## config.mk

```make
export PLATFORM = sky130hd
export DESIGN_NAME = window_pool_engine
export DESIGN_NICKNAME = d
export VERILOG_FILES = /design/src/rtl/pool_pkg.sv /design/src/rtl/seq_divider.sv /design/src/rtl/window_pool_engine.sv
export SDC_FILE = /design/constraint.sdc
export NUM_CORES = 1
export LEC_CHECK = 0
export CAP_MARGIN = 30
export CORE_MARGIN = 1.5
export CORE_UTILIZATION = 60
export CTS_CLUSTER_SIZE = 28
export DETAILED_ROUTE_END_ITERATION = 12
export GPL_TIMING_DRIVEN = 0
export PLACE_DENSITY = 0.8
export SKIP_LAST_GASP = 1
export SYNTH_ARGS = -nofsm -noshare
export SYNTH_HDL_FRONTEND = slang
export SYNTH_HIERARCHICAL = 1
export SYNTH_SLANG_ARGS = --single-unit
```

## constraint.sdc

```tcl
create_clock -name clk -period 13.9 [get_ports clk]
set_clock_uncertainty 0.2 [all_clocks]
set_input_delay 1.39 -clock clk [delete_from_list [all_inputs] [get_ports clk]]
set_output_delay 1.39 -clock clk [all_outputs]
set_load 0.02 [all_outputs]
```

## src/rtl/pool_pkg.sv

```systemverilog
// Shared types and helpers for the window pooling engine: mode/state encodings and divisor lookup.
package pool_pkg;

  typedef enum logic [1:0] {
    MODE_MAD = 2'd0,
    MODE_AVG = 2'd1,
    MODE_MAX = 2'd2
  } pool_mode_e;

  typedef enum logic [1:0] {
    StAccum  = 2'd0,
    StDivide = 2'd1,
    StOut    = 2'd2
  } pool_state_e;

  // Encoding 3 is an alias of AVG.
  function automatic pool_mode_e norm_mode(input logic [1:0] m);
    case (m)
      2'd0:    return MODE_MAD;
      2'd2:    return MODE_MAX;
      default: return MODE_AVG;
    endcase
  endfunction

  function automatic int unsigned div_for(input pool_mode_e m, input int unsigned k);
    if (m == MODE_MAD) return k * (k - 1);
    return k * k;
  endfunction

endpackage

```

## src/rtl/seq_divider.sv

```systemverilog
// Unsigned restoring divider, one quotient bit per cycle; the first bit is resolved on the start
// edge so done pulses W-1 cycles after start and the quotient is valid from then on.
module seq_divider #(
  parameter int unsigned W = 12
) (
  input  logic         clk,
  input  logic         rst,
  input  logic         start,
  input  logic [W-1:0] dividend,
  input  logic [W-1:0] divisor,
  output logic         done,
  output logic [W-1:0] quotient
);

  localparam int unsigned CW = $clog2(W + 1);

  logic [W-1:0]  rem_q, quo_q;
  logic [W-1:0]  rem_in, quo_in, rem_out, quo_out;
  logic [W:0]    shifted;
  logic [CW-1:0] cnt_q;
  logic          done_q;

  always_comb begin
    rem_in  = start ? '0 : rem_q;
    quo_in  = start ? dividend : quo_q;
    shifted = {rem_in, quo_in[W-1]};
    rem_out = rem_in;
    quo_out = {quo_in[W-2:0], 1'b0};
    if (shifted >= {1'b0, divisor}) begin
      rem_out    = W'(shifted - {1'b0, divisor});
      quo_out[0] = 1'b1;
    end else begin
      rem_out = shifted[W-1:0];
    end
  end

  always_ff @(posedge clk or posedge rst) begin
    if (rst) begin
      rem_q  <= '0;
      quo_q  <= '0;
      cnt_q  <= '0;
      done_q <= 1'b0;
    end else begin
      done_q <= 1'b0;
      if (start) begin
        rem_q <= rem_out;
        quo_q <= quo_out;
        cnt_q <= CW'(W - 1);
      end else if (cnt_q != '0) begin
        rem_q  <= rem_out;
        quo_q  <= quo_out;
        cnt_q  <= cnt_q - 1'b1;
        done_q <= (cnt_q == CW'(1));
      end
    end
  end

  assign done     = done_q;
  assign quotient = quo_q;

endmodule

```

## src/rtl/window_pool_engine.sv

```systemverilog
// Streaming KxK pooling engine (MAD / AVG / MAX), one window row per beat.
// Define POOL_ROUND_EN to round the MAD/AVG quotient half up instead of truncating.
module window_pool_engine
  import pool_pkg::*;
#(
  parameter int unsigned DWIDTH = 8,
  parameter int unsigned K      = 3
) (
  input  logic                  clk,
  input  logic                  rst,
  input  logic                  in_valid,
  output logic                  in_ready,
  input  logic [K*DWIDTH-1:0]   in_row,
  input  logic [1:0]            mode,
  output logic                  out_valid,
  input  logic                  out_ready,
  output logic [DWIDTH-1:0]     out_data,
  output logic                  busy
);

  localparam int unsigned ACCW = DWIDTH + $clog2(K * K);
`ifdef POOL_ROUND_EN
  localparam int unsigned DIVW = ACCW + 1;
`else
  localparam int unsigned DIVW = ACCW;
`endif
  localparam int unsigned RCW = $clog2(K);

  pool_state_e       state_q, state_d;
  logic [RCW-1:0]    row_cnt_q, row_cnt_d;
  logic [ACCW-1:0]   acc_q, acc_d;
  pool_mode_e        mode_q, mode_d, eff_mode;
  logic [DWIDTH-1:0] out_data_q, out_data_d;

  logic [ACCW-1:0]   contrib_mad, contrib_sum, contrib;
  logic [DWIDTH-1:0] contrib_max, pa, pb;
  logic              row_hs, div_start, div_done;
  logic [DIVW-1:0]   div_dividend, div_divisor, div_quotient;
  logic              unused_quotient;

  always_comb begin
    contrib_mad = '0;
    contrib_sum = '0;
    contrib_max = '0;
    pa          = '0;
    pb          = '0;
    for (int c = 0; c < K; c++) begin
      pa          = in_row[c*DWIDTH +: DWIDTH];
      contrib_sum = contrib_sum + ACCW'(pa);
      if (pa > contrib_max) contrib_max = pa;
    end
    for (int c = 0; c < K - 1; c++) begin
      pa          = in_row[c*DWIDTH +: DWIDTH];
      pb          = in_row[(c+1)*DWIDTH +: DWIDTH];
      contrib_mad = contrib_mad + ACCW'((pa > pb) ? (pa - pb) : (pb - pa));
    end
  end

  // Mode is taken live on row 0 and frozen in mode_q for the rest of the window.
  assign eff_mode = (row_cnt_q == '0) ? norm_mode(mode) : mode_q;
  assign in_ready = (state_q == StAccum);
  assign row_hs   = in_valid & in_ready;

  always_comb begin
    unique case (eff_mode)
      MODE_MAD: contrib = contrib_mad;
      MODE_MAX: contrib = ACCW'(contrib_max);
      default:  contrib = contrib_sum;
    endcase
  end

  always_comb begin
    state_d    = state_q;
    row_cnt_d  = row_cnt_q;
    acc_d      = acc_q;
    mode_d     = mode_q;
    out_data_d = out_data_q;
    div_start  = 1'b0;
    unique case (state_q)
      StAccum: begin
        if (row_hs) begin
          mode_d = eff_mode;
          if (row_cnt_q == '0) begin
            acc_d = contrib;
          end else if (eff_mode == MODE_MAX) begin
            acc_d = (contrib > acc_q) ? contrib : acc_q;
          end else begin
            acc_d = acc_q + contrib;
          end
          if (row_cnt_q == RCW'(K - 1)) begin
            row_cnt_d = '0;
            if (eff_mode == MODE_MAX) begin
              state_d    = StOut;
              out_data_d = acc_d[DWIDTH-1:0];
            end else begin
              state_d   = StDivide;
              div_start = 1'b1;
            end
          end else begin
            row_cnt_d = row_cnt_q + 1'b1;
          end
        end
      end
      StDivide: begin
        if (div_done) begin
          state_d    = StOut;
          out_data_d = div_quotient[DWIDTH-1:0];
        end
      end
      StOut: begin
        if (out_ready) state_d = StAccum;
      end
      default: state_d = StAccum;
    endcase
  end

  always_ff @(posedge clk or posedge rst) begin
    if (rst) begin
      state_q    <= StAccum;
      row_cnt_q  <= '0;
      acc_q      <= '0;
      mode_q     <= MODE_MAD;
      out_data_q <= '0;
    end else begin
      state_q    <= state_d;
      row_cnt_q  <= row_cnt_d;
      acc_q      <= acc_d;
      mode_q     <= mode_d;
      out_data_q <= out_data_d;
    end
  end

  // The last row is never row 0 (K >= 2), so mode_q already holds the window mode here.
  assign div_divisor = DIVW'(div_for(mode_q, K));
`ifdef POOL_ROUND_EN
  assign div_dividend = DIVW'(acc_d) + DIVW'(div_for(mode_q, K) / 2);
`else
  assign div_dividend = acc_d;
`endif

  seq_divider #(
    .W(DIVW)
  ) u_div (
    .clk      (clk),
    .rst      (rst),
    .start    (div_start),
    .dividend (div_dividend),
    .divisor  (div_divisor),
    .done     (div_done),
    .quotient (div_quotient)
  );

  assign unused_quotient = ^div_quotient[DIVW-1:DWIDTH];

  assign out_valid = (state_q == StOut);
  assign out_data  = out_data_q;
  assign busy      = (row_cnt_q != '0) || (state_q != StAccum);

endmodule
```

### After elaboration in Yosys (flattened, before gate mapping)

Index checks and enable logic that the tools add are counted.

* register bits: 55
* bits of input ports: 30
* logic and storage cells: 97

* equality and inequality tests: 11
* bitwise operators: 1
* reductions and logical operators: 14
* mux-type cells: 44
* order comparisons: 7
* add/sub/neg operators: 11

Operator list (count)
* 12-bit 2-to-1 mux: 15
* 8-bit 2-to-1 mux: 7
* 8-bit by 8-bit subtractor with 9-bit output: 4
* 8-bit greater-than comparator: 4
* 12-bit adder: 2
* 12-bit one-hot mux with 2 select lines: 1
* 8-bit one-hot mux with 2 select lines: 1
* 2-bit 2-to-1 mux: 7
* 13-bit by 12-bit >= comparator with 1-bit output: 1
* 12-bit greater-than comparator: 1
* 12-bit subtractor: 1
* 9-bit by 8-bit adder with 10-bit output: 1
* 2-bit logical NOT: 5
* 2-bit by 1-bit != test with 1-bit output, second input constant: 5
* 8-bit by 8-bit adder with 9-bit output: 1
* 2-bit equality test, second input constant: 4
* 8-bit by 1-bit greater-than comparator with 1-bit output, second input constant: 1
* 1-bit 2-to-1 mux: 8
* 4-bit 2-to-1 mux: 2
* 2-bit nonzero test: 4
* 2-bit one-hot mux with 3 select lines: 1
* 5-bit AND reduction: 1
* 4-bit by 1-bit equality test with 1-bit output, second input constant: 1
* 2-bit one-hot mux with 2 select lines: 1
* other kinds (9): 9

### Longest topological paths before layout

* word-level depth: 18
* depth in mapped cells: 40
* depth with buffers taken out: 36

### Cells and area by module

Netlist, hierarchy kept.

Modules (own cells, without submodules)
* window_pool_engine: cells each 626, sequential area each 650.6 um^2, times used 1, area an instance 5019.8 um^2
* seq_divider: cells each 237, sequential area each 725.7 um^2, times used 1, area an instance 2082.0 um^2

### Worst setup path after synthesis

Ideal clock, no wire load.

* kind: input -> register
* start point: input in_row[1]
* end point: register u_div.rem_q[8]
* arrival: 8.100 ns
* cell stages on the path: 37
* library setup time: 0.137 ns
* buffers on the path: 3
* setup slack: 5.462 ns
* required time: 13.563 ns
* path through: inv_1 > ha_1 > nand2b_1 > a21oi_1 > o211a_1 > o21a_1 > o32a_1 > buf_6 > clkbuf_1 > mux2_2 > fa_1 > a211oi_1 > o21bai_1 > a21oi_1 > o21bai_1 > a21o_1 > xor2_1 > a211o_1 > ha_1 > nand4_1 > nor4_1 > a21boi_1 > a2111oi_2 > a21oi_2 > buf_4 > nand2_1 > a211oi_1 > a21oi_1 > mux2i_1 > ha_1 > nor2b_1 > o21ai_0 > o221ai_1 > a31o_2 > a21oi_1 > xor2_1 > o221ai_1

* word-level cells in the longest chain between the ends: 18
* elaborated cells on any way between the ends: 27
* those cells by class: add/sub: 7; order compare: 6; mux: 14

Ends and longest elaborated chain
* from (decl): line window_pool_engine.sv:13 `input logic [K*DWIDTH-1:0] in_row,`
* 8-bit by 1-bit greater-than comparator with 1-bit output: line window_pool_engine.sv:50 `if (pa > contrib_max) contrib_max = pa;`
* 8-bit 2-to-1 mux: line window_pool_engine.sv:50
* 8-bit greater-than comparator: line window_pool_engine.sv:50
* 8-bit 2-to-1 mux: line window_pool_engine.sv:50
* 8-bit greater-than comparator: line window_pool_engine.sv:50
* 8-bit 2-to-1 mux: line window_pool_engine.sv:50
* 12-bit one-hot mux with 2 select lines (*): line window_pool_engine.sv:65 `unique case (eff_mode)`
* 12-bit greater-than comparator: line window_pool_engine.sv:86 `acc_d = (contrib > acc_q) ? contrib : acc_q;`
* [3 not listed]
* 12-bit 2-to-1 mux (*): line window_pool_engine.sv:81 `if (row_hs) begin`
* 12-bit 2-to-1 mux (*): line window_pool_engine.sv:79 `unique case (state_q)`
* net acc_d[11]: line window_pool_engine.sv:31 `logic [ACCW-1:0] acc_q, acc_d;`
* 12-bit 2-to-1 mux (*): line seq_divider.sv:25 `quo_in = start ? dividend : quo_q;`
* 12-bit subtractor / 13-bit by 12-bit >= comparator with 1-bit output (equally long branches): line seq_divider.sv:30, seq_divider.sv:29
* 12-bit 2-to-1 mux (*): line seq_divider.sv:29 `if (shifted >= {1'b0, divisor}) begin`
* 12-bit 2-to-1 mux: line seq_divider.sv:49 `end else if (cnt_q != '0) begin`
* 12-bit 2-to-1 mux (*): line seq_divider.sv:45 `if (start) begin`
* to (signal assigned): line seq_divider.sv:46 `rem_q <= rem_out;`
* to (signal assigned): line seq_divider.sv:50 `rem_q <= rem_out;`
* to (decl): line seq_divider.sv:17 `logic [W-1:0] rem_q, quo_q;`

The timed path passes the listed nets; every way through them passes the cells marked *. The select of a mux whose other input is x is not followed.
A chain may end at the register's enable or synchronous reset.

### Worst setup path in the final report

* start point: input in_row[9]
* end point: register u_div.rem_q[9]

* word-level cells in the longest chain between the ends: 16
* elaborated cells on any way between the ends: 29
* those cells by class: add/sub: 9; order compare: 6; mux: 14

Ends and longest elaborated chain
* branches (longest 4 deep; another with 12-bit adder)
* 12-bit one-hot mux with 2 select lines (*): line window_pool_engine.sv:65
* 12-bit greater-than comparator: line window_pool_engine.sv:86
* 12-bit 2-to-1 mux: line window_pool_engine.sv:86
* 12-bit 2-to-1 mux: line window_pool_engine.sv:85 `end else if (eff_mode == MODE_MAX) begin`
* 12-bit 2-to-1 mux (*): line window_pool_engine.sv:83 `if (row_cnt_q == '0) begin`
* 12-bit 2-to-1 mux (*): line window_pool_engine.sv:81
* 12-bit 2-to-1 mux (*): line window_pool_engine.sv:79
* net acc_d[11]: line window_pool_engine.sv:31
* 12-bit 2-to-1 mux (*): line seq_divider.sv:25
* 12-bit subtractor / 13-bit by 12-bit >= comparator with 1-bit output (equally long branches): line seq_divider.sv:30, seq_divider.sv:29
* 12-bit 2-to-1 mux (*): line seq_divider.sv:29
* 12-bit 2-to-1 mux: line seq_divider.sv:49
* 12-bit 2-to-1 mux (*): line seq_divider.sv:45

Mark *: on every way through the listed nets, which the timed path passes. The select of a mux whose other input is x is not followed.

==> results.md <==
- Outcome: finished, final reports clean
- Share of cells above drive strength 1: 5.41%
- DRC: 0
- Fin crit share: 76.2%
- Max-cap violations: 0
- Element type at the critical path start: primary input
- Die height: 112 microns
- Largest delay contributor family on the critical path: compound AO/OA/AOI/OAI gates
- Post-Syn Area: 0.00710 sq mm
- Slew Viols, Final: 0
- Top cells by count, synth: ha_1, inv_1, nand2_1, dfrtp_1, a21oi_1
- N_diodes: 0
- Grt ovf: 0
- Top Metal Used: met4
- Post-DP HPWL: 14.2 mm
- Vias: 6385
- Setup bufs post-CTS: 0
- CTS H-tree depth: 2
- Area growth syn-to-layout: 11.8%
- RSZ-0062 raised after global routing: false
- Yosys cell types: 80
- Crit path top cell by count: a21oi_1
- Period minus WS final: 10.60 ns
- Cts bufs inserted: 5
- Synth top area share: 19.4%
- Initial Util: 61.9%
- Crit end category: flop
- Design Power: 1.86 mW
- Sequential-to-total area share from yosys stat: 19.4%
- DR WL met3: 770 microns
- Hold-fix buffers, CTS: 0
- Vias in the first global route: 6135
- Ys async rst share: 100%
- Number of enable flip-flop cells after synthesis: 0
- Filler cell count in the final layout: 977
- FP Rows: 39
- Slew headroom: 52.2%
- CTS root buffer: clkbuf_16
- CP required: 13.93 ns
- TritonCTS clock tree: done
- VDD IR max: 158 uV
- Antenna violations before repair: 0
- Final hold vios: 0
- CTS max path bufs: 2
- Pre-antenna DRT Iters: 5
- Clk slew on worst S/H paths: 0.08 ns
- Top-count cell post-synth: ha_1
- I/O pin count: 41
- Die ar.: 0.0125 sq mm
- Slowest cell delay on critical path: 0.70 ns
- Synth top area cells: dfrtp_1, ha_1, inv_1, mux2i_1, fa_1
- CORE AREA: 0.0115 sq mm
- Die width: 112 microns
- All-Layer GR Usage: 28.0%
- Flops & latches, synth: 55
- Post-Route Setup TNS: 0 ns
- Final net count: 1069
- Top_reg_cell synth: dfrtp_1
- Yosys warning count: 6
- Total power per unit cell area: 234 mW/mm^2
- Placer congestion estimate: 0.923
- WL final: 17.4 mm
- Data arrival, critical path: 10.63 ns
- Critical path buffers and inverters: 4
- Largest net degree at the start of global routing: 23
- WL per Instance: 16.3 microns
- Clock latency at the later pin of the worst-skew pair: 0.30 ns
- Setup CP Type: in2reg
- Biggest area consumer among synthesized cells: dfrtp_1
- CTS resizes: 0
- Antenna viol nets, final: 0
- Synthesized netlist cell count: 863
- First-pass GRT wire length: 29.0 mm
- Final Setup Violations: 0
- Hold Crit Class: reg2reg
- Fmax: 94.4 MHz
- Met1 Wirelength: 7.98 mm
- Least-Margin Pin Slew: 0.717 ns
- Met2 Routed Length: 8.40 mm
- Initial DRC count: 391
- CP max-delay cell: clkdlybuf4s50_1
- CP max FO: 10
- Buffers on Ports: 40
- Avg Inst Size Synth: 8.23 sq um
- Leak: 3.78 nW
- Num Clock Sinks: 55
- Vias per cell: 5.98
==> placed cells by master, fill, tap and decap left out, types with 6 or more instances in the layout <==
cell / instances
a211oi_1: 11
a21o_1: 21
a21oi_1: 49
a221o_1: 6
a22oi_1: 7
a31oi_1: 12
and2_1: 13
clkbuf_1: 16
clkdlybuf4s50_1: 40
conb_1: 12
dfrtp_1: 55
fa_1: 15
ha_1: 100
inv_1: 86
mux2_2: 7
mux2i_1: 31
nand2_1: 78
nand2b_1: 12
nand3_1: 9
nand4_1: 9
nor2_1: 48
nor2b_1: 28
nor3_1: 16
o21a_1: 8
o21ai_0: 48
o21ai_1: 20
o21bai_1: 13
o22ai_1: 15
or3_1: 6
xnor2_1: 24
xor2_1: 18
==> final timing paths <==
| check | depth (start not counted) | endpoint | slack (ns) | startpoint |
|---|---|---|---|---|
| min reg2reg | 1 | out_data[3]$_DFFE_PP0P_ | 0.29 | out_data[3]$_DFFE_PP0P_ |
| max reg2reg | 25 | u_div/rem_q[10]$_DFFE_PP0P_ | 7.26 | row_cnt_q[1]$_DFFE_PP0P_ |
| max in group asynchronous | 3 | acc_q[5]$_DFF_PP0_ | 11.76 | rst |
| min in group asynchronous | 2 | u_div/quotient[2]$_DFFE_PP0P_ | 1.23 | rst |
| min | 1 | out_data[3]$_DFFE_PP0P_ | 0.29 | out_data[3]$_DFFE_PP0P_ |
| max | 35 | u_div/rem_q[9]$_DFFE_PP0P_ | 3.30 | in_row[9] |
==> sequential cells by signal, indices dropped and copies added, names as in the netlist <==
| register | count |
|---|---|
| u_div/quotient | 12 |
| u_div/cnt_q | 4 |
| state_q | 2 |
| u_div/rem_q | 12 |
| row_cnt_q | 2 |
| out_data | 8 |
| mode_q | 2 |
| acc_q | 12 |
| u_div/done | 1 |
==> metrics by stage <==
step                setup slack (ns)  instances  area (sq um)  util, %  hold WS, ns
finish                          3.30       1068          7940     69.2        0.289
global route                    2.74       1068          7940     69.2        0.300
CTS                             3.38       1068          7940     69.2        0.290
detailed placement              3.09       1060          7780     67.9        0.269
global placement                3.19       1057          7720     67.3        0.267
floorplan                       5.46        874          7140        -        0.254
==> kinds of logic after synthesis <==
family,after synthesis,share of synthesized area [%]
AO/OA/AOI/OAI,257,24.5
XOR/XNOR,43,5.41
adder cells (fa/ha/maj),115,21.8
buffers and inverters,110,6.13
flip-flops,55,19.4
multiplexers,40,5.85
other,1,0.0528
AND/OR/NAND/NOR,242,16.8
==> layer usage <==
| metal | up-vias | global-route usage, % |
|---|---|---|
| li1 | 3180 | - |
| met1 | 3026 | 37.6 |
| met2 | 159 | 48.7 |
| met3 | 20 | 3.21 |
| met4 | 0 | 5.99 |
| met5 | - | 0 |
==> report_power, final <==
| group | leakage, nW | internal (mW) | switching (mW) |
|---|---|---|---|
| registers | 0.676 | 0.242 | 0.0625 |
| clock network | 0.0759 | 0.0688 | 0.0608 |
| logic | 3.02 | 0.606 | 0.815 |
| total | 3.78 | 0.917 | 0.938 |
==> area by class of cell <==
type	count	area [sq um]	area share (%)
Tap cell	143	179	2.25
Clock inverter	3	28.8	0.363
Multi-Input combinational cell	709	5330	67.2
Timing Repair Buffer	43	460	5.80
Inverter	87	327	4.11
Buffer	23	109	1.37
Sequential cell	55	1380	17.3
Clock buffer	5	125	1.58
Note: power is estimated with default switching activity, not from simulation.
